===== src/rtl/bcd_seg7_counter.sv =====
// bcd_seg7_counter: multi-digit BCD up/down counter with prescaler and
// a time-multiplexed common-cathode seven-segment scan driver.
// Optional build macro: SEG7_LEADING_BLANK_EN (leading-zero blanking).
module bcd_seg7_counter #(
    parameter int unsigned DIGITS   = 4,
    parameter int unsigned PRESCALE = 1000,
    parameter int unsigned MUX_DIV  = 256
) (
    input  logic                  clk,
    input  logic                  rst_n,
    input  logic                  run,
    input  logic                  up,
    input  logic                  clr,
    output logic [4*DIGITS-1:0]   count_bcd,
    output logic                  wrap,
    output logic [6:0]            seg,
    output logic [DIGITS-1:0]     dig_sel
);

    localparam int unsigned CW = 4 * DIGITS;
    localparam int unsigned PW = (PRESCALE > 1) ? $clog2(PRESCALE) : 1;
    localparam int unsigned SW = (MUX_DIV > 1) ? $clog2(MUX_DIV) : 1;
    localparam int unsigned KW = (DIGITS > 1) ? $clog2(DIGITS) : 1;

    localparam logic [PW-1:0] P_LAST = PW'(PRESCALE - 1);
    localparam logic [SW-1:0] S_LAST = SW'(MUX_DIV - 1);
    localparam logic [KW-1:0] K_LAST = KW'(DIGITS - 1);

    logic [PW-1:0] p;
    logic [SW-1:0] s;
    logic [KW-1:0] k;

    logic          step_c;
    logic [CW-1:0] cnt_next_c;
    logic          carry_c;
    logic [3:0]    cur_digit_c;
    logic          blank_c;
    logic [DIGITS-1:0] dig_next_c;

    // Seven-segment decode {g,f,e,d,c,b,a}, active-high.
    function automatic logic [6:0] seg_decode(input logic [3:0] d);
        logic [6:0] r;
        case (d)
            4'd0:    r = 7'h3F;
            4'd1:    r = 7'h06;
            4'd2:    r = 7'h5B;
            4'd3:    r = 7'h4F;
            4'd4:    r = 7'h66;
            4'd5:    r = 7'h6D;
            4'd6:    r = 7'h7D;
            4'd7:    r = 7'h07;
            4'd8:    r = 7'h7F;
            4'd9:    r = 7'h6F;
            default: r = 7'h00;
        endcase
        return r;
    endfunction

    // A step cycle is the last prescaler cycle while running.
    assign step_c = run && (p == P_LAST);

    // Prescaler: frozen while run is low, cleared by clr.
    always_ff @(posedge clk or negedge rst_n) begin
        if (!rst_n) begin
            p <= '0;
        end else if (clr) begin
            p <= '0;
        end else if (run) begin
            if (step_c) begin
                p <= '0;
            end else begin
                p <= p + PW'(1);
            end
        end
    end

    // Ripple-carry BCD increment / ripple-borrow decrement; carry out of the top digit is the wrap.
    always_comb begin
        logic [3:0] d;
        logic       c;
        cnt_next_c = count_bcd;
        c          = 1'b1;
        d          = 4'd0;
        for (int i = 0; i < int'(DIGITS); i++) begin
            d = count_bcd[4*i +: 4];
            if (c) begin
                if (up) begin
                    if (d >= 4'd9) begin
                        cnt_next_c[4*i +: 4] = 4'd0;
                    end else begin
                        cnt_next_c[4*i +: 4] = d + 4'd1;
                        c = 1'b0;
                    end
                end else begin
                    if (d == 4'd0) begin
                        cnt_next_c[4*i +: 4] = 4'd9;
                    end else begin
                        cnt_next_c[4*i +: 4] = d - 4'd1;
                        c = 1'b0;
                    end
                end
            end
        end
        carry_c = c;
    end

    // Count register and one-cycle wrap pulse; clear wins over a step.
    always_ff @(posedge clk or negedge rst_n) begin
        if (!rst_n) begin
            count_bcd <= '0;
            wrap      <= 1'b0;
        end else if (clr) begin
            count_bcd <= '0;
            wrap      <= 1'b0;
        end else if (step_c) begin
            count_bcd <= cnt_next_c;
            wrap      <= carry_c;
        end else begin
            wrap      <= 1'b0;
        end
    end

    // Free-running scan divider and digit index.
    always_ff @(posedge clk or negedge rst_n) begin
        if (!rst_n) begin
            s <= '0;
            k <= '0;
        end else if (s == S_LAST) begin
            s <= '0;
            if (k == K_LAST) begin
                k <= '0;
            end else begin
                k <= k + KW'(1);
            end
        end else begin
            s <= s + SW'(1);
        end
    end

    // Select the scanned digit value and its one-hot enable.
    always_comb begin
        cur_digit_c = 4'd0;
        dig_next_c  = '0;
        for (int i = 0; i < int'(DIGITS); i++) begin
            if (KW'(i) == k) begin
                cur_digit_c   = count_bcd[4*i +: 4];
                dig_next_c[i] = 1'b1;
            end
        end
    end

`ifdef SEG7_LEADING_BLANK_EN
    // Blank digit k (k>=1) when it and every higher digit are zero.
    always_comb begin
        logic zero_hi;
        zero_hi = 1'b1;
        blank_c = 1'b0;
        for (int i = int'(DIGITS) - 1; i >= 0; i--) begin
            zero_hi = zero_hi && (count_bcd[4*i +: 4] == 4'd0);
            if ((KW'(i) == k) && (i != 0)) begin
                blank_c = zero_hi;
            end
        end
    end
`else
    // Every digit is shown, zeros included.
    assign blank_c = 1'b0;
`endif

    // Display register: segments and digit enable always move together.
    always_ff @(posedge clk or negedge rst_n) begin
        if (!rst_n) begin
            seg     <= 7'h00;
            dig_sel <= '0;
        end else begin
            seg     <= blank_c ? 7'h00 : seg_decode(cur_digit_c);
            dig_sel <= dig_next_c;
        end
    end

endmodule

===== config.mk =====
export PLATFORM = sky130hd
export DESIGN_NAME = bcd_seg7_counter
export DESIGN_NICKNAME = d
export VERILOG_FILES = /design/src/rtl/bcd_seg7_counter.sv
export SDC_FILE = /design/constraint.sdc
export NUM_CORES = 1
export LEC_CHECK = 0
export BUFFER_PORTS_ARGS = -buffer_cell sky130_fd_sc_hd__buf_2
export CAP_MARGIN = 10
export CORE_MARGIN = 3
export CORE_UTILIZATION = 53
export CTS_CLUSTER_DIAMETER = 80
export DETAILED_ROUTE_END_ITERATION = 6
export PLACE_DENSITY = 0.84
export SYNTH_ARGS = -nofsm -noshare
export SYNTH_HDL_FRONTEND = slang
export SYNTH_SLANG_ARGS = --single-unit

===== constraint.sdc =====
create_clock -name clk -period 1.99 [get_ports clk]
set_input_delay 0 -clock clk [delete_from_list [all_inputs] [get_ports clk]]
set_output_delay 0 -clock clk [all_outputs]
set_load 0.01 [all_outputs]

Yosys cells after proc, flatten, opt, wreduce, memory -nomap -nowiden
Memory sizes are Yosys's and may differ from the RTL's. A register that Yosys moved wholly into a read port is not among the register bits.
Cells that the tools add are included.
{"block": "word_totals", "n_memories": 1, "mem_bits_ro": 112, "out_inout_bits": 28, "reg_bits": 41}
{"block": "op_classes", "n_reduce_logical": 15, "muxes": 47, "n_addsub": 11, "order_cmp": 4, "eq_ne": 6}
{"memory": "(name not given)", "words": 16, "width": 7, "read_ports": 1, "rd_clocked_by_memory_dff": 1, "wr": 0, "line": "43", "source": "case (d)"}
{"op": "$mux W4", "n": 19}
{"op": "$mux W16", "n": 2}
{"op": "$mux W10", "n": 3}
{"op": "$mux W1", "n": 21}
{"op": "$add A4 B1 Y4 const B", "n": 4}
{"op": "$ge A4 B4 Y1 const B", "n": 4}
{"op": "$logic_not A4 Y1", "n": 4}
{"op": "$sub A4 B1 Y4 const B", "n": 4}
{"op": "$add A10 B1 Y10 const B", "n": 1}
{"op": "$eq A10 B10 Y1 const B", "n": 1}
{"op": "$reduce_bool A2 Y1", "n": 5}
{"op": "$add A8 B1 Y8 const B", "n": 1}
{"op": "$eq A8 B8 Y1 const B", "n": 1}
{"op": "$mux W8", "n": 1}
{"op": "$reduce_and A2 Y1", "n": 3}
{"op": "$eq A2 B2 Y1 const A", "n": 2}
{"op": "$add A2 B1 Y2 const B", "n": 1}
{"op": "$eq A1 B2 Y1 const A", "n": 1}
{"op": "$eq A2 B2 Y1 const B", "n": 1}
{"op": "$logic_not A2 Y1", "n": 1}
{"op": "$mux W2", "n": 1}
{"op": "$logic_and A1 B1 Y1", "n": 1}
{"op": "$logic_not A1 Y1", "n": 1}

Longest topological paths before layout
Gate-level depths: netlist (run 1).
{"block": "depth", "ltp_word": 8, "ltp_mapped": 10}

Worst setup path after synthesis (run 1)
Ideal clock, no wire load.
{"block": "synth_timing", "path_type": "register to register", "from": "register count_bcd[0]", "to": "register count_bcd[7]", "arrival_time_ps": 2069, "period_less_slack_ps": 2190, "stages_incl_launch_ff": 8, "setup_slack_ps": -200, "path_buffers": 0, "setup_ps": 121, "cell_sequence": "dfrtp_1 inv_1 ha_1 or3b_2 a31o_2 a21oi_2 a21oi_1 o22a_1"}
{"block": "synth_between", "elab_chain_len": 5}
{"item": "start: declaration", "line": "14", "source": "output logic [4*DIGITS-1:0] count_bcd,"}
{"item": "start signal: assignment", "line": "116", "source": "count_bcd <= cnt_next_c;"}
{"item": "$ge A4 B4 Y1 or $logic_not A4 Y1 (tied branches)", "line": "88, 95"}
{"item": "$mux W1 (on tied branches)", "line": "88, 95"}
{"item": "$mux W1 (*)", "line": "87", "source": "if (up) begin"}
{"item": "$reduce_bool A2 Y1 (no source line) (*)"}
{"item": "$reduce_and A2 Y1 (no source line) (*)"}
Mark *: on every way between the ends. The rest lies on a longest branch, timed or not.
A chain may end at the register's enable or synchronous reset.

Worst setup path in the final report (run 1)
{"block": "layout_timing", "from": "register k[0]", "to": "register seg[1]"}
{"block": "layout_between", "elab_chain_len": 5}
{"item": "start: declaration", "line": "31", "source": "logic [KW-1:0] k;"}
{"item": "start signal: assignment", "line": "133", "source": "k <= k + KW'(1);"}
{"item": "$logic_not A2 Y1", "line": "145", "source": "if (KW'(i) == k) begin"}
{"item": "$mux W4 (3 in series)", "line": "145"}
{"item": "$mux W4 (*)", "line": "145"}
{"item": "end: declaration", "line": "16", "source": "output logic [6:0] seg,"}
Marked as above.

==> impl_metrics.ini, run 1 <==
[clock_network]
clockBufferDepth = 2
ctsRootBufferMaster = clkbuf_8
clk_pin_slew_ps = 90
cts_buffers = 5
cts_htree_levels = 2
cts_sinks = 48
clk_latency_ps = 310
cts_tree = built

[critical_path]
worstPathCellList = inv_2 > ha_4 > nor3b_2 > a21oi_1 > nand2_2 > buf_6 > ha_4 > nand2b_1 > a32oi_1
timing.rr.start = k[0]$_DFFE_PN0N_
critPathMaxFanout = 6
slowest_stage = dfrtp_1
cpPeakStageDelay_ps = 420
timing.rr.end = seg[1]$_DFF_PN0_
required_ps = 2220
crit_cells = 9
end_kind = flip-flop
cpMostUsedCell = ha_4
path_buf_inv = 2
worst-setup-path-type = reg2reg
critPathArrivalTime_ps = 2330
path_delay_family = compound AO/OA/AOI/OAI gates
r2r_setup_slack_ps = -120
start_kind = flip-flop
reg2reg_depth = 9

[drt]
drt_first_pass_iters = 5
drtAntennaViolNets = 0
drt-initial-drc-count = 241
num_vias = 3030
wl_met1_um = 3510
wl_met2_um = 4470
avgViaCountPerCell = 6.29
routed_wl_um = 9120
wl_per_cell_um = 18.9
drc = 0
dr.max_layer_used = met4
met3_length_um = 661

[yosys]
synth_fp_nets = 361
ys_types = 65
synth_seq_cells = 48
synth-edff-count = 0
ys.flop_type = dfrtp_1
syn_avg_cell_area_um2 = 9.45
synth_top_family_by_area = compound AO/OA/AOI/OAI gates
async_flop_share_pct = 100
synth_cells = 331
synth-compound-area-share_pct = 22.5
seq_area_frac_synth_pct = 38.4
synthMuxAreaShare_pct = 1.60
synth_area_leader_cell = dfrtp_1
ys_top_cells_by_area = dfrtp_1, ha_1, nor2_1
synthXorXnorAreaFrac_pct = 3.64
synth_simple_gate_area_share_pct = 19.2
yosys.area_share.adder_pct = 10.0
syn_area_mm2 = 0.00313
ys_warn_count = 0
synth_top_area_share_pct = 38.4

[timing]
finalHoldViolations = 0
report.final.slew_viol_count = 0
max_freq_mhz = 474
setup-violations-final = 10
rsz0062_at_grt = yes
slew_headroom_pct = 71.5
worst_slack_ps = -119
final.period_utilization_pct = 106
worst_slew_pin_slew_ps = 427
finalSetupTns_ps = -481
period_minus_slack_ps = 2110
clock_skew_ps = 5.19

[global_routing]
overflow = 0
grt_pass1_vias = 2840
antenna_found_initial = 0
grt_pass1_wl_um = 13300
grtUsageTotal_pct = 23.2
grt_start_max_net_pins = 26

[outcome]
status = finished with violations
violations = setup timing

[floorplan]
die_x_um = 82.8
pin_count = 33
die_y_um = 82.8
dieArea_mm2 = 0.00686
num_rows = 27
fp.coreArea_mm2 = 0.00561
initial_core_util_pct = 55.8

[placement]
place_hpwl_um = 5730
portBuffers = 32
gp_congestion = 0.869
placed_area_mm2 = 0.00370
dp_slack_ps = -48.9

[job]
cap_violations = 0

[pwr]
leakagePower_uw = 0.00188
power.density_mw_per_mm2 = 467
ir_worst_vdd_mv = 0.423

[finish]
fill_cells = 399
multiInputGateArea_mm2 = 0.00204
areaGrowthSynthToFinish_pct = 31.2
post-route-cell-area_mm2 = 0.00411
drive_gt1_share_pct = 37.8
utilization_pct = 73.2
diodes = 0
mostFrequentLayoutCells = buf_4, dfrtp_1, nor2_1, buf_2, nand2_1
final_common_cell = buf_4
nets = 439
seqCellArea_mm2 = 0.00121

[hold_path]
min_from = run
hp-class = in2reg
holdPathEnd = p[0]$_DFFE_PN0P_
hold_depth = 3
[cell families after synthesis]
kind of cell             count (synthesis)
multiplexers                             5
flip-flops                              48
AO/OA/AOI/OAI                           98
XOR/XNOR                                13
buffers and inverters                   36
AND/OR/NAND/NOR                        106
adder cells (fa/ha/maj)                 25
[sequential cells by signal, summed over array words and instances (netlist names)]
register / flops
k: 2
dig_sel: 4
p: 10
count_bcd: 16
s: 8
seg: 7
wrap: 1
[synthesized netlist by cell type, types with 2 or more instances]
library cell and n:
a211oi_1 6, a21o_1 5, a21oi_1 14, a221oi_1 3
a22o_1 3, a31o_2 2, a31oi_1 7, a31oi_4 2
a32o_1 2, a32oi_1 2, and3_1 3, and4b_1 2
buf_2 6, clkbuf_1 7, dfrtp_1 48, ha_1 25
inv_1 21, mux2i_1 5, nand2_1 25, nand2b_1 4
nand3_1 5, nor2_1 34, nor2b_1 3, nor3_1 3
nor3b_1 4, o2111ai_1 2, o211ai_1 3, o21ai_0 21
o22a_1 2, o22ai_1 5, o31ai_1 7, o41ai_1 2
or3_1 3, or3b_2 3, xnor2_1 5, xor2_1 8
[layer usage]
layer	GRT usage, %	vias to the layer above
met5	0	-
met4	8.17	0
met3	4.46	45
met2	40.1	166
met1	28.9	1465
li1	-	1354
[repair_timing]
item	CTS	global route
pin swaps	3	17
endpoints found under the setup margin	14	22
hold endpoints to repair	30	0
hold buffers	1	0
cloned	0	0
setup buffers	1	8
resized for setup	9	44
[power breakdown]
part	total (µW)	switching, µW	internal (µW)
clock	633	348	285
sequential	1000	14.9	987
combinational	281	161	120
[cell type report]
class | count | share of cell area [%]
repair buffers | 86 | 14.2
clock inverters | 2 | 0.335
inverters | 21 | 2.10
well taps | 72 | 2.19
flip-flops and latches | 48 | 29.4
multi-input cells | 247 | 49.7
clock buffers | 6 | 2.01
[worst max-delay path by stage]
| stage | start | end | slack (ps) |
|---|---|---|---|
| after floorplan | count_bcd[0]$_DFFE_PN0P_ | count_bcd[7]$_DFFE_PN0P_ | 7 |
| after detailed placement | k[1]$_DFFE_PN0N_ | seg[2]$_DFF_PN0_ | -50 |
| after global routing | count_bcd[13]$_DFFE_PN0P_ | count_bcd[14]$_DFFE_PN0P_ | -170 |
| after global placement | k[1]$_DFFE_PN0N_ | seg[6]$_DFF_PN0_ | 5 |
| final | k[0]$_DFFE_PN0N_ | seg[1]$_DFF_PN0_ | -120 |
| after CTS | p[0]$_DFFE_PN0P_ | count_bcd[6]$_DFFE_PN0P_ | 20 |
[worst min-delay path, stage by stage]
cell,delay [ps]
buf_2,140
nand2_1,60
o21ai_0,70
[through the flow]
step	total power, µW	cells	hold slack, ps
after floorplan	1160	331	-296
after global placement	1260	464	-67.6
after detailed placement	1260	464	-62.2
after CTS	1890	474	2.14
after global routing	1990	482	27.0
final	1920	482	8.66
(Power assumes the default switching activity.)
==> run 2, diff against run 1 <==
SETUP_SLACK_MARGIN = 0.4   (was unset)
==> run 2 against run 1 <==
First-iteration DRC count up 35%. Flip-flop and latch count unchanged. Die area unchanged. Maximum frequency down 4.4%. Highest routed layer unchanged. Setup slack worse by 96 ps. Sequential power about the same. Wire length up 23%. The flow still finishes with violations (setup timing). Core utilization up 7.6 points. Via count up 7.9%. Design area up 10%. Clock power down 5.1%.
==> impl_metrics.ini, run 2 (synthesis results as in run 1) <==
[timing]
finalHoldViolations = 0
clock_skew_ps = 4.82
max_freq_mhz = 453
final.period_utilization_pct = 111
setup-violations-final = 8
worst_slew_pin_slew_ps = 553
holdWs_ps = 41.6
rsz0062_at_grt = yes
report.final.slew_viol_count = 0
period_minus_slack_ps = 2210
worst_slack_ps = -215
slew_headroom_pct = 63.2

[global_routing]
grt_pass1_wl_um = 14900
antenna_found_initial = 0
grt_start_max_net_pins = 28
grtUsageTotal_pct = 26.6
overflow = 0
grt_pass1_vias = 3087

[outcome]
status = finished with violations
violations = setup timing

[critical_path]
cpPeakStageDelay_ps = 430
critPathMaxFanout = 4
start_kind = flip-flop
slowest_stage = dfrtp_1
crit_cells = 9
worst-setup-path-type = reg2reg
path_buf_inv = 1
end_kind = flip-flop
reg2reg_depth = 9
required_ps = 2200
worstPathCellList = inv_2 > ha_4 > nor2_4 > a221oi_4 > a211oi_2 > a21oi_4 > ha_1 > a21oi_1 > a31o_2
path_delay_family = compound AO/OA/AOI/OAI gates
critPathArrivalTime_ps = 2410

[finish]
diodes = 0
final_common_cell = buf_4
top_register = count_bcd
largest_register_ffs = 16
drive_gt1_share_pct = 48.5
top_regs = count_bcd (16), p (10), s (8)
nets = 450
mostFrequentLayoutCells = buf_4, dfrtp_1, buf_2
areaGrowthSynthToFinish_pct = 44.8

[clock_network]
cts_buffers = 5
cts_sinks = 48
cts_htree_levels = 2
clk_latency_ps = 320
clk_pin_slew_ps = 90
cts_tree = built
clockBufferDepth = 2
ctsRootBufferMaster = clkbuf_8

[floorplan]
num_rows = 27
dieArea_mm2 = 0.00686
initial_core_util_pct = 55.8
die_y_um = 82.8
fp.coreArea_mm2 = 0.00561
pin_count = 33
die_x_um = 82.8

[drt]
drc = 0
num_vias = 3268
drt-initial-drc-count = 325
drt_first_pass_iters = 5
drtAntennaViolNets = 0
avgViaCountPerCell = 6.63
routed_wl_um = 11200
wl_per_cell_um = 22.6

[placement]
portBuffers = 32
dp_slack_ps = -34.9
place_hpwl_um = 5400
gp_congestion = 0.883

[pwr]
finalPower_uw = 1960
ir_worst_vdd_mv = 0.522
leakagePower_uw = 0.00201
power.density_mw_per_mm2 = 432

[hold_path]
hold_depth = 2
hp-class = in2reg

[job]
cap_violations = 0
run 2: path summary, 6_finish.rpt:
kind                       slack, ps              from               end
min in group asynchronous        200             rst_n  seg[6]$_DFF_PN0_
max                             -220  k[1]$_DFFE_PN0N_  seg[2]$_DFF_PN0_
max reg2reg                     -220  k[1]$_DFFE_PN0N_  seg[2]$_DFF_PN0_
max in group asynchronous       1240             rst_n  k[0]$_DFFE_PN0N_
min                               40               run  p[1]$_DFFE_PN0P_
min reg2reg                      470    s[0]$_DFF_PN0_    s[0]$_DFF_PN0_
run 2: what timing repair did:
action	in CTS	in global routing
pin swaps	28	19
hold endpoints to repair	22	0
setup endpoints to repair	32	40
hold buffers	2	0
setup buffers	23	17
gates resized for setup	42	56
run 2: final cells by class:
class / count / area [µm²]
Multi-Input combinational cell: 247 / 2330
Sequential cell: 48 / 1210
Fill cell: 316 / 1080
Timing Repair Buffer: 97 / 734
Tap cell: 72 / 90.1
Inverter: 21 / 88.8
Clock buffer: 7 / 76.3
Clock inverter: 1 / 5.00
run 2: power breakdown:
| part | switching [µW] | internal [µW] |
|---|---|---|
| Sequential | 18.4 | 987 |
| Combinational | 194 | 156 |
| Clock | 354 | 248 |
| Total | 566 | 1390 |
run 2: per-stage QoR:
stage	setup TNS (ps)	instance area [µm²]	cells	utilization, %
4_1_cts	0	4160	476	74.2
5_1_grt	-1870	4530	493	80.8
3_3_place_gp	0	3700	443	66.1
6_report	-1000	4530	493	80.8
2_1_floorplan	0	3350	331	-
3_5_place_dp	-61.4	3700	443	66.1
run 2: layer usage:
layer	share of wire, %	up-vias	wire, µm	track usage [%]
li1	-	1389	-	-
met1	37	1596	4170	31.4
met2	49	224	5450	46.4
met3	8.1	59	907	5.65
met4	5.8	0	644	11.6
met5	0	-	0	0
==> run 3, diff against run 2 <==
clock period = 2 ns   (was 1.99 ns; I/O delays follow)
==> run 3 against run 2 <==
Design area is 0.17% higher. Critical path depth is 2 lower. The flow still finishes with violations (setup timing). Power is 13% higher. Combinational power is 1% lower. Register-to-register slack better by 130 ps. Clock-buffer cell count is 2 lower. Flip-flop and latch count stayed put. Sequential share of layout area hardly changed. Largest power group unchanged. First-iteration DRC count is 13% lower. Global-route usage is 0.67 points higher. Setup slack better by 130 ps.
==> impl_metrics.ini, run 3 (synthesis results as in run 1) <==
[critical_path]
timing.rr.start = count_bcd[5]$_DFFE_PN0P_
worstPathCellList = inv_4 > ha_4 > or3b_4 > a31oi_4 > nand4b_4 > mux2i_1 > nor2_1
slowest_stage = dfrtp_2
start_kind = flip-flop
path_delay_family = simple AND/OR/NAND/NOR gates
cpPeakStageDelay_ps = 450
critPathMaxFanout = 6
critPathArrivalTime_ps = 2260
timing.rr.end = count_bcd[15]$_DFFE_PN0P_
required_ps = 2180
end_kind = flip-flop
path_buf_inv = 1
r2r_setup_slack_ps = -90
worst-setup-path-type = reg2reg
reg2reg_depth = 7

[pwr]
leakagePower_uw = 0.00203
finalPower_uw = 2210
power.density_mw_per_mm2 = 488
ir_worst_vdd_mv = 0.631

[drt]
avgViaCountPerCell = 6.57
num_vias = 3240
drt_first_pass_iters = 5
drc = 0
routed_wl_um = 10700
wl_per_cell_um = 21.6
drt-initial-drc-count = 283
drtAntennaViolNets = 0

[finish]
top_register = count_bcd
seqCellArea_mm2 = 0.00121
final_common_cell = buf_4
utilization_pct = 80.9
fill_cells = 298
diodes = 0
nets = 450
largest_register_ffs = 16
mostFrequentLayoutCells = buf_4, dfrtp_1, buf_2
drive_gt1_share_pct = 49.6
multiInputGateArea_mm2 = 0.00231
top_regs = count_bcd (16), p (10), s (8)
areaGrowthSynthToFinish_pct = 45.1
post-route-cell-area_mm2 = 0.00454

[global_routing]
grt_pass1_wl_um = 15400
grtUsageTotal_pct = 27.3
grt_start_max_net_pins = 25
antenna_found_initial = 0
grt_pass1_vias = 3092
overflow = 0

[outcome]
status = finished with violations
violations = setup timing

[clock_network]
clockBufferDepth = 2
ctsRootBufferMaster = clkbuf_8
cts_tree = built
cts_buffers = 5
clk_pin_slew_ps = 100
cts_sinks = 48
cts_htree_levels = 2
clk_latency_ps = 320

[timing]
rsz0062_at_grt = yes
clock_skew_ps = 14.1
worst_slack_ps = -86.5
final.period_utilization_pct = 104
setup-violations-final = 5
report.final.slew_viol_count = 0
slew_headroom_pct = 63.5
period_minus_slack_ps = 2090
max_freq_mhz = 479
worst_slew_pin_slew_ps = 548
finalHoldViolations = 0

[job]
cap_violations = 0

[hold_path]
holdPathEnd = p[0]$_DFFE_PN0P_
hold_depth = 3
min_from = run
hp-class = in2reg

[floorplan]
dieArea_mm2 = 0.00686
die_x_um = 82.8
num_rows = 27
fp.coreArea_mm2 = 0.00561
die_y_um = 82.8
pin_count = 33
initial_core_util_pct = 55.8

[placement]
portBuffers = 32
placed_area_mm2 = 0.00370
dp_slack_ps = -30.8
place_hpwl_um = 5450
gp_congestion = 0.877
-- run 3: cell count changes in the layout (fill, tap and decap cells not counted), moves of 3 or more --
cell / before / now
buf_6: 15 / 11
nor2_1: 20 / 27
buf_4: 46 / 53
ha_1: 15 / 11
ha_4: 9 / 12
nor2_4: 12 / 3
-- run 3: worst max path at each step --
stage	from	end	slack [ps]	cells after the start
finish	count_bcd[5]$_DFFE_PN0P_	count_bcd[15]$_DFFE_PN0P_	-90	7
global route	k[0]$_DFFE_PN0N_	seg[5]$_DFF_PN0_	-160	8
CTS	count_bcd[4]$_DFFE_PN0P_	count_bcd[15]$_DFFE_PN0P_	90	7
detailed placement	k[1]$_DFFE_PN0N_	seg[6]$_DFF_PN0_	-30	9
global placement	k[0]$_DFFE_PN0N_	seg[5]$_DFF_PN0_	80	7
floorplan	count_bcd[1]$_DFFE_PN0P_	count_bcd[7]$_DFFE_PN0P_	100	7
-- run 3: timing repair --
| item | in CTS | in global routing |
|---|---|---|
| setup endpoints to repair | 30 | 34 |
| hold buffers | 1 | 0 |
| pin swaps | 24 | 26 |
| resized for setup | 31 | 57 |
| setup buffers | 30 | 9 |
| hold endpoints to repair | 22 | 0 |
-- run 3: layer usage --
| metal | share of wire [%] | track usage (%) | vias to the layer above | wire length [µm] |
|---|---|---|---|---|
| li1 | - | - | 1381 | - |
| met1 | 38 | 32.6 | 1590 | 4060 |
| met2 | 49 | 46.1 | 203 | 5210 |
| met3 | 7.3 | 4.17 | 66 | 781 |
| met4 | 5.7 | 16.6 | 0 | 613 |
| met5 | 0 | 0 | - | 0 |
-- run 3: report_power, final --
part           internal, µW  switching (µW)  leakage [µW]  total [µW]
Sequential              982            19.7      0.000602        1000
Combinational           155             190       0.00136         346
Clock                   504             363     0.0000687         867
Total                  1640             573       0.00203        2210
-- run 3: area by class of cell --
| type | count | area share (%) |
|---|---|---|
| clock inverters | 3 | 1.52 |
| inverters | 21 | 2.07 |
| well taps | 72 | 1.99 |
| clock buffers | 5 | 1.52 |
| multi-input cells | 247 | 51.0 |
| flip-flops and latches | 48 | 26.7 |
| repair buffers | 97 | 15.2 |
-- run 3: worst reg2reg max path, stage by stage, from the launching register on --
cell and delay [ps]:
dfrtp_2 450, inv_4 80, ha_4 150, or3b_4 410, a31oi_4 250, nand4b_4 270, mux2i_1 240, nor2_1 100
-- run 3: through the flow --
| stage | hold WS [ps] | std cells | TNS [ps] |
|---|---|---|---|
| 5_1_grt | 14.5 | 493 | -686 |
| 3_5_place_dp | 11.3 | 445 | -39.1 |
| 4_1_cts | 0.358 | 484 | 0 |
| 6_report | 0.115 | 493 | -230 |
| 2_1_floorplan | -296 | 331 | 0 |
| 3_3_place_gp | 0.601 | 445 | 0 |
